### src/rtl/task_delay_scheduler.sv
`default_nettype none
// ============================================================================
// Module   : task_delay_scheduler
// Brief    : Concurrent delay-task scheduler. Accepts task launches carrying
//            a delay and an ID, counts them down in parallel slots and emits
//            completion records in expiry order over a valid/ready port.
// Options  : TASK_SCHED_KILL_EN - when defined, the kill input frees every
//            slot and blocks launches. When undefined, kill is ignored.
// Revision : 1.0 - initial release
// ============================================================================
module task_delay_scheduler #(
   parameter int NUM_SLOTS = 4,
   parameter int DELAY_W   = 8,
   parameter int ID_W      = 4,
   parameter int TIME_W    = 16
) (
   input  logic                             clk,
   input  logic                             rst,
   input  logic                             launch_valid,
   output logic                             launch_ready,
   input  logic [DELAY_W-1:0]               launch_delay,
   input  logic [ID_W-1:0]                  launch_id,
   input  logic                             kill,
   output logic                             done_valid,
   input  logic                             done_ready,
   output logic [ID_W-1:0]                  done_id,
   output logic [DELAY_W-1:0]               done_delay,
   output logic [TIME_W-1:0]                done_time,
   output logic                             busy,
   output logic [$clog2(NUM_SLOTS+1)-1:0]   active_count
);

   localparam int C_CNT_W  = $clog2(NUM_SLOTS + 1);
   localparam int C_SLOT_W = $clog2(NUM_SLOTS);

   // Slot storage
   logic [NUM_SLOTS-1:0] r_occ;
   logic [DELAY_W-1:0]   r_rem [NUM_SLOTS];
   logic [ID_W-1:0]      r_id  [NUM_SLOTS];
   logic [DELAY_W-1:0]   r_dly [NUM_SLOTS];

   // Free-running timestamp and output register
   logic [TIME_W-1:0]    r_time;
   logic                 r_done_valid;
   logic [ID_W-1:0]      r_done_id;
   logic [DELAY_W-1:0]   r_done_delay;
   logic [TIME_W-1:0]    r_done_time;

   // Combinational control
   logic                 w_kill;
   logic [NUM_SLOTS-1:0] w_expired;
   logic [NUM_SLOTS-1:0] w_launch_oh;
   logic [NUM_SLOTS-1:0] w_drain_oh;
   logic [C_SLOT_W-1:0]  w_drain_idx;
   logic                 w_launch_fire;
   logic                 w_drain_fire;
   logic [C_CNT_W-1:0]   w_count;

`ifdef TASK_SCHED_KILL_EN
   assign w_kill = kill;
`else
   // kill is kept on the port for a stable interface but has no effect
   logic w_unused_kill;
   assign w_unused_kill = kill;
   assign w_kill        = 1'b0;
`endif

   // A slot is expired once occupied with nothing left to count
   generate
      for (genvar g = 0; g < NUM_SLOTS; g++) begin : g_slot
         assign w_expired[g] = r_occ[g] && (r_rem[g] == '0);
      end
   endgenerate

   // Lowest-index free slot receives the next launch
   always_comb begin
      w_launch_oh = '0;
      for (int i = NUM_SLOTS - 1; i >= 0; i--) begin
         if (!r_occ[i]) begin
            w_launch_oh    = '0;
            w_launch_oh[i] = 1'b1;
         end
      end
   end

   // Lowest-index expired slot is the next one moved to the output
   always_comb begin
      w_drain_oh  = '0;
      w_drain_idx = '0;
      for (int i = NUM_SLOTS - 1; i >= 0; i--) begin
         if (w_expired[i]) begin
            w_drain_oh    = '0;
            w_drain_oh[i] = 1'b1;
            w_drain_idx   = C_SLOT_W'(i);
         end
      end
   end

   // Occupancy count of registered slot state
   always_comb begin
      w_count = '0;
      for (int i = 0; i < NUM_SLOTS; i++) begin
         w_count = w_count + C_CNT_W'(r_occ[i]);
      end
   end

   // Full uses registered occupancy only, so a same-cycle drain does not help
   assign launch_ready  = (|(~r_occ)) && !w_kill;
   assign w_launch_fire = launch_valid && launch_ready;
   // Killed slots are not drained; the output register only sees the handshake
   assign w_drain_fire  = (!r_done_valid || done_ready) && (|w_expired) && !w_kill;

   // Slot load, countdown, drain-free and kill
   always_ff @(posedge clk or posedge rst) begin
      if (rst) begin
         r_occ <= '0;
         for (int i = 0; i < NUM_SLOTS; i++) begin
            r_rem[i] <= '0;
            r_id[i]  <= '0;
            r_dly[i] <= '0;
         end
      end else begin
         for (int i = 0; i < NUM_SLOTS; i++) begin
            if (w_kill) begin
               r_occ[i] <= 1'b0;
            end else if (w_launch_fire && w_launch_oh[i]) begin
               r_occ[i] <= 1'b1;
               r_rem[i] <= launch_delay;
               r_id[i]  <= launch_id;
               r_dly[i] <= launch_delay;
            end else if (w_drain_fire && w_drain_oh[i]) begin
               r_occ[i] <= 1'b0;
            end else if (r_occ[i] && (r_rem[i] != '0)) begin
               r_rem[i] <= r_rem[i] - DELAY_W'(1);
            end
         end
      end
   end

   // Timestamp advances every edge and wraps naturally
   always_ff @(posedge clk or posedge rst) begin
      if (rst) begin
         r_time <= '0;
      end else begin
         r_time <= r_time + TIME_W'(1);
      end
   end

   // Output record register: load on drain, clear on acceptance, else hold
   always_ff @(posedge clk or posedge rst) begin
      if (rst) begin
         r_done_valid <= 1'b0;
         r_done_id    <= '0;
         r_done_delay <= '0;
         r_done_time  <= '0;
      end else if (w_drain_fire) begin
         r_done_valid <= 1'b1;
         r_done_id    <= r_id[w_drain_idx];
         r_done_delay <= r_dly[w_drain_idx];
         r_done_time  <= r_time;
      end else if (done_ready) begin
         r_done_valid <= 1'b0;
      end
   end

   assign done_valid   = r_done_valid;
   assign done_id      = r_done_id;
   assign done_delay   = r_done_delay;
   assign done_time    = r_done_time;
   assign busy         = (|r_occ) || r_done_valid;
   assign active_count = w_count;

endmodule
`default_nettype wire
### config.mk
export PLATFORM = sky130hd
export DESIGN_NAME = task_delay_scheduler
export DESIGN_NICKNAME = d
export VERILOG_FILES = /design/src/rtl/task_delay_scheduler.sv
export SDC_FILE = /design/constraint.sdc
export NUM_CORES = 1
export LEC_CHECK = 0
export CAP_MARGIN = 15
export CORE_MARGIN = 2
export CORE_UTILIZATION = 50
export CTS_CLUSTER_DIAMETER = 100
export DETAILED_ROUTE_END_ITERATION = 6
export GPL_TIMING_DRIVEN = 1
export PLACE_DENSITY = 0.7
export REMOVE_ABC_BUFFERS = 1
export SLEW_MARGIN = 20
export SYNTH_ARGS = -nofsm -noshare
export SYNTH_HDL_FRONTEND = slang
export SYNTH_SLANG_ARGS = --single-unit
### constraint.sdc
create_clock -name clk -period 8.4 [get_ports clk]
set_input_delay 2.52 -clock clk [delete_from_list [all_inputs] [get_ports clk]]
set_output_delay 2.52 -clock clk [all_outputs]
set_load 0.005 [all_outputs]
Yosys cells after proc, flatten, opt, wreduce, memory -nomap -nowiden
Index checks and enable logic that the tools add are counted.
{"block": "totals", "register_bits": 129, "out_inout_bits": 34, "elab_cells": 121}
{"block": "op_classes", "n_addsub": 8, "order_cmp": 1, "eq_ne": 4, "n_mux": 40, "n_bitwise": 2, "n_reduce_logical": 45}
{"cell": "2-to-1 mux 8 bit", "n": 14}
{"cell": "2-to-1 mux 4 bit", "n": 10}
{"cell": "zero test 8 bit", "n": 4}
{"cell": "nonzero test 8 bit", "n": 4}
{"cell": "subtractor 8 x 1 -> 8 bit, second input constant", "n": 4}
{"cell": "logical AND 1 bit", "n": 18}
{"cell": "nonzero test 2 bit", "n": 9}
{"cell": "adder 16 x 1 -> 16 bit, second input constant", "n": 1}
{"cell": "binary-select mux 8 bit (select 2 bit)", "n": 1}
{"cell": "OR reduction 4 bit", "n": 3}
{"cell": "2-to-1 mux 1 bit", "n": 10}
{"cell": "binary-select mux 4 bit (select 2 bit)", "n": 1}
{"cell": "2-to-1 mux 2 bit", "n": 4}
{"cell": "!= test 2 bit, second input constant", "n": 4}
{"cell": "AND reduction 2 bit", "n": 4}
{"cell": "NOT 4 bit", "n": 1}
{"cell": "adder 2 x 1 -> 3 bit", "n": 1}
{"cell": "adder 3 x 1 -> 3 bit", "n": 1}
{"cell": ">= comparator 3 bit, second input constant", "n": 1}
{"cell": "NOT 2 -> 3 bit", "n": 1}
{"cell": "adder 1 x 1 -> 2 bit", "n": 1}
{"cell": "logical OR 1 bit", "n": 2}
{"cell": "zero test 1 bit", "n": 1}

Longest topological paths before layout
{"block": "depth", "ltp_word": 10, "mapped_depth": 9}

Least setup slack after synthesis
No wires, ideal clock.
{"block": "synth_timing", "kind": "register to output", "start": "reg r_occ[0]", "end": "out active_count[1]", "t_arrival_ns": 1.539, "slack_ns": 4.341, "stages_incl_launch_ff": 6, "cell_sequence": "dfrtp_1 -> inv_1 -> fa_1 -> inv_1 -> ha_1 -> ha_1"}
{"block": "synth_between", "elab_chain_len": 3}
{"element": "start: declaration", "line_no": "37", "source": "logic [NUM_SLOTS-1:0] r_occ;"}
{"element": "start signal: assignment", "line_no": "116", "source": "r_occ <= '0;"}
{"element": "start signal: indexed assignment", "line_no": "125", "source": "r_occ[i] <= 1'b0;"}
{"element": "start signal: indexed assignment", "line_no": "127", "source": "r_occ[i] <= 1'b1;"}
{"element": "adder 1 x 1 -> 2 bit", "line_no": "103", "source": "w_count = w_count + C_CNT_W'(r_occ[i]);"}
{"element": "adder 2 x 1 -> 3 bit", "line_no": "103"}
{"element": "adder 3 x 1 -> 3 bit", "line_no": "103"}
{"element": "end: declaration", "line_no": "30", "source": "output logic [$clog2(NUM_SLOTS+1)-1:0] active_count"}
Every way passes these cells.

Worst setup path after layout
Same ends and word-level chain as after synthesis.

==> results.sh <==
export IMPL_status="finished with violations"
export IMPL_violations="design-rule violations"
export IMPL_end_kind="output pin"
export IMPL_crit_buf_inv=3
export IMPL_path_max_fanout=7
export IMPL_ys_seq_area_share_pct=54.19
export IMPL_rr_worst_depth=7
export IMPL_cts_tree="done"
export IMPL_syn_to_final_growth_pct=18.76
export IMPL_post_route_cells_drive_above_1_share_pct=5.735
export IMPL_setup_violations_final=0
export IMPL_fmax_mhz=194.0
export IMPL_slew_headroom_pct=38.70
export IMPL_powerDensity_nw_per_um2=322.3
export IMPL_via_count=4749
export IMPL_hold_slack_ns=0.4631
export IMPL_grt_usage_pct=24.25
export IMPL_crit_type="reg2out"
export IMPL_drtIter0Drc=488
export IMPL_grt_pass1_vias=4686
export IMPL_whs_path_depth=1
export IMPL_ys_warn_count=0
export IMPL_core_um2=11520
export IMPL_row_count=39
export IMPL_async_flop_share_pct=100.0
export IMPL_nNetsFinal=697
export IMPL_period_needed_ns=5.156
export IMPL_vdd_drop_max_v=0.0001985
export IMPL_gp_congestion=0.8413
export IMPL_met2_wirelength_um=6808
export IMPL_vias_per_cell=5.770
export IMPL_nFillCells=986
export IMPL_crit_cells=6
export IMPL_timing_setup_tns_ns=0
export IMPL_worst_pin_slew_ns=0.9195
export IMPL_io_pins=51
export IMPL_chipWidth_um=113.2
export IMPL_cp_slowest_cell="fa_1"
export IMPL_synthCells=621
export IMPL_antenna_found_initial=0
export IMPL_met3_length_um=955
export IMPL_grt_pass1_wl_um=24080
export IMPL_synth_edf_count=0
export IMPL_cts_resized=0
export IMPL_skew_ns=0.006116
export IMPL_cts_setup_buffers=0
export IMPL_syn_area_um2=5957
export IMPL_power_leakage_nw=3.288
export IMPL_post_route_period_util_pct=61.38
export IMPL_slew_violations=0
export IMPL_grt_overflow_total=0
export IMPL_ant_nets=0
export IMPL_worstPathArrival_ns=2.64
export IMPL_initial_core_util_pct=51.73
export IMPL_wl_per_cell_um=17.51
export IMPL_first_pass_iters=7
export IMPL_routed_wl_um=14410
export IMPL_ff_latch_area_um2=3228
export IMPL_crit_chain="inv_1, fa_1, inv_1, ha_1, ha_1, clkdlybuf4s50_1"
export IMPL_hpwlAfterDp_um=9611
export IMPL_hp_class="reg2reg"
export IMPL_synth_distinct_cells=47
export IMPL_worstSetupStartpointType="register"
export IMPL_synth_seq_cells=129
export IMPL_post_route_drc_count=6
export IMPL_slowest_delay_ns=0.57
export IMPL_dieArea_um2=12800
export IMPL_syn_area_per_cell_um2=9.593
export IMPL_hold_viol_final=0
export IMPL_grt_max_degree=76
export IMPL_multi_input_area_um2=2550
export IMPL_clock_latency_ns=0.41
export IMPL_num_antenna_cells=0
export IMPL_max_cap_viol_count=0
export IMPL_die_h_um=113.2
export IMPL_path_delay_family="adder cells"
export IMPL_topRoutingLayerUsed="met4"
export IMPL_crit_required_ns=5.88
export IMPL_htree_levels=4
export IMPL_root_buffer="clkbuf_16"
export IMPL_clock_sinks=129
export IMPL_cts_reportedPaths_clkPinSlew_ns=0.05
export IMPL_synthFlopType="dfrtp_1"
export IMPL_cts_made_buffers=17
export IMPL_io_buffers=49
export IMPL_cts_hold_buffers=0
export IMPL_rsz0062_at_grt="false"
export IMPL_clk_path_buf_depth=2
export IMPL_met1Wirelength_um=6380
## power by group
part,internal [W],switching (W),leakage (nW),total (W)
clock,0.000406,0.000250,0.261,0.000657
sequential,0.000809,0.000146,1.60,0.000954
combinational,0.000318,0.000351,1.43,0.000669
## kinds of logic (layout without fill, tap and decap cells)
| family | Yosys count | in the layout | share of synthesized area (%) |
|---|---|---|---|
| AND/OR/NAND/NOR | 281 | 281 | 20.56 |
| flip-flops | 129 | 129 | 54.19 |
| AO/OA/AOI/OAI | 109 | 109 | 11.80 |
| buffers and inverters | 44 | 103 | 3.277 |
| XOR/XNOR | 28 | 28 | 4.117 |
| multiplexers | 17 | 17 | 3.193 |
| adder cells (fa/ha/maj) | 13 | 13 | 2.856 |
## placed cells by master, fill, tap and decap left out, drive strengths merged, types with 10 or more instances in the layout
master,n
a21oi,29
a22oi,12
clkbuf,27
clkdlybuf4s50,49
dfrtp,129
ha,12
inv,19
mux2,16
nand2,160
nand3,23
nor2,48
nor3,14
o21ai,32
o31a,10
xnor2,16
xor2,12
## path summary, 6_finish.rpt
path,from,end,slack [ns]
setup / recovery,r_occ[0]$_DFFE_PP0P_,active_count[1],3.24
hold / removal,r_time[15]$_DFF_PP0_,r_time[15]$_DFF_PP0_,0.46
setup reg to reg,r_rem[8]$_DFFE_PP0P_,done_time[9]$_DFFE_PP0P_,5.43
hold reg to reg,r_time[15]$_DFF_PP0_,r_time[15]$_DFF_PP0_,0.46
max in group asynchronous,rst,r_dly[30]$_DFFE_PP0P_,4.46
min in group asynchronous,rst,done_time[2]$_DFFE_PP0P_,2.56
## state kept, by name, indices dropped and copies added (netlist names)
signal	flops
done_time	16
r_dly	32
done_id	4
done_delay	8
done_valid	1
r_rem	32
r_time	16
r_id	16
r_occ	4
## area by class of cell
class / instances / area share, %
Clock inverter: 5 / 0.3891
Sequential cell: 129 / 45.63
Timing Repair Buffer: 52 / 7.252
Multi-Input combinational cell: 448 / 36.05
Tap cell: 143 / 2.529
Inverter: 19 / 1.044
Clock buffer: 27 / 7.110
## cell usage after synthesis (2+ instances only)
| master | number | area [um2] |
|---|---|---|
| or3_1 | 5 | 31.28 |
| nand2_1 | 160 | 600.6 |
| o21ai_0 | 31 | 155.2 |
| nand2b_1 | 3 | 18.77 |
| xnor2_1 | 16 | 140.1 |
| or4_1 | 6 | 45.04 |
| clkbuf_1 | 15 | 56.30 |
| dfrtp_1 | 129 | 3228 |
| buf_2 | 6 | 30.03 |
| xor2_1 | 12 | 105.1 |
| buf_4 | 2 | 15.01 |
| inv_1 | 19 | 71.32 |
| o2bb2ai_1 | 3 | 26.28 |
| a21boi_0 | 5 | 37.54 |
| o211ai_1 | 7 | 52.55 |
| o31a_1 | 10 | 87.58 |
| nor4_1 | 7 | 43.79 |
| a31oi_1 | 4 | 25.02 |
| nor2_1 | 48 | 180.2 |
| and3_1 | 3 | 18.77 |
| buf_6 | 2 | 22.52 |
| nand3_1 | 23 | 115.1 |
| nor3_1 | 14 | 70.07 |
| o311ai_0 | 3 | 26.28 |
| a22oi_1 | 12 | 90.09 |
| a21oi_1 | 29 | 145.1 |
| mux2_1 | 16 | 180.2 |
| ha_1 | 12 | 150.1 |
## worst register-to-register path, stage by stage, from the launching register on
cell and delay (ns):
dfrtp_1 0.41, inv_1 0.11, ha_1 0.20, or4bb_1 0.52
or2_1 0.47, a41oi_4 0.30, buf_4 0.46, mux2_1 0.39
## through the flow
stage | instance area [um2] | power, W | std cells | utilization, % | setup slack (ns)
detailed placement | 6533 | 0.001621 | 791 | 56.73 | 3.713
floorplan | 5833 | 0.001344 | 596 | - | 2.439
global placement | 6533 | 0.001590 | 791 | 56.73 | 3.753
finish | 7074 | 0.002280 | 823 | 61.43 | 3.244
global route | 7074 | 0.002438 | 823 | 61.43 | 3.155
CTS | 7063 | 0.002286 | 823 | 61.33 | 3.258
## layer usage
metal | global-route usage [%] | up-vias
met5 | 0 | -
met4 | 6.911 | 0
met3 | 5.678 | 28
met2 | 38.48 | 179
met1 | 33.64 | 2318
li1 | - | 2224
(Power assumes the default switching activity.)
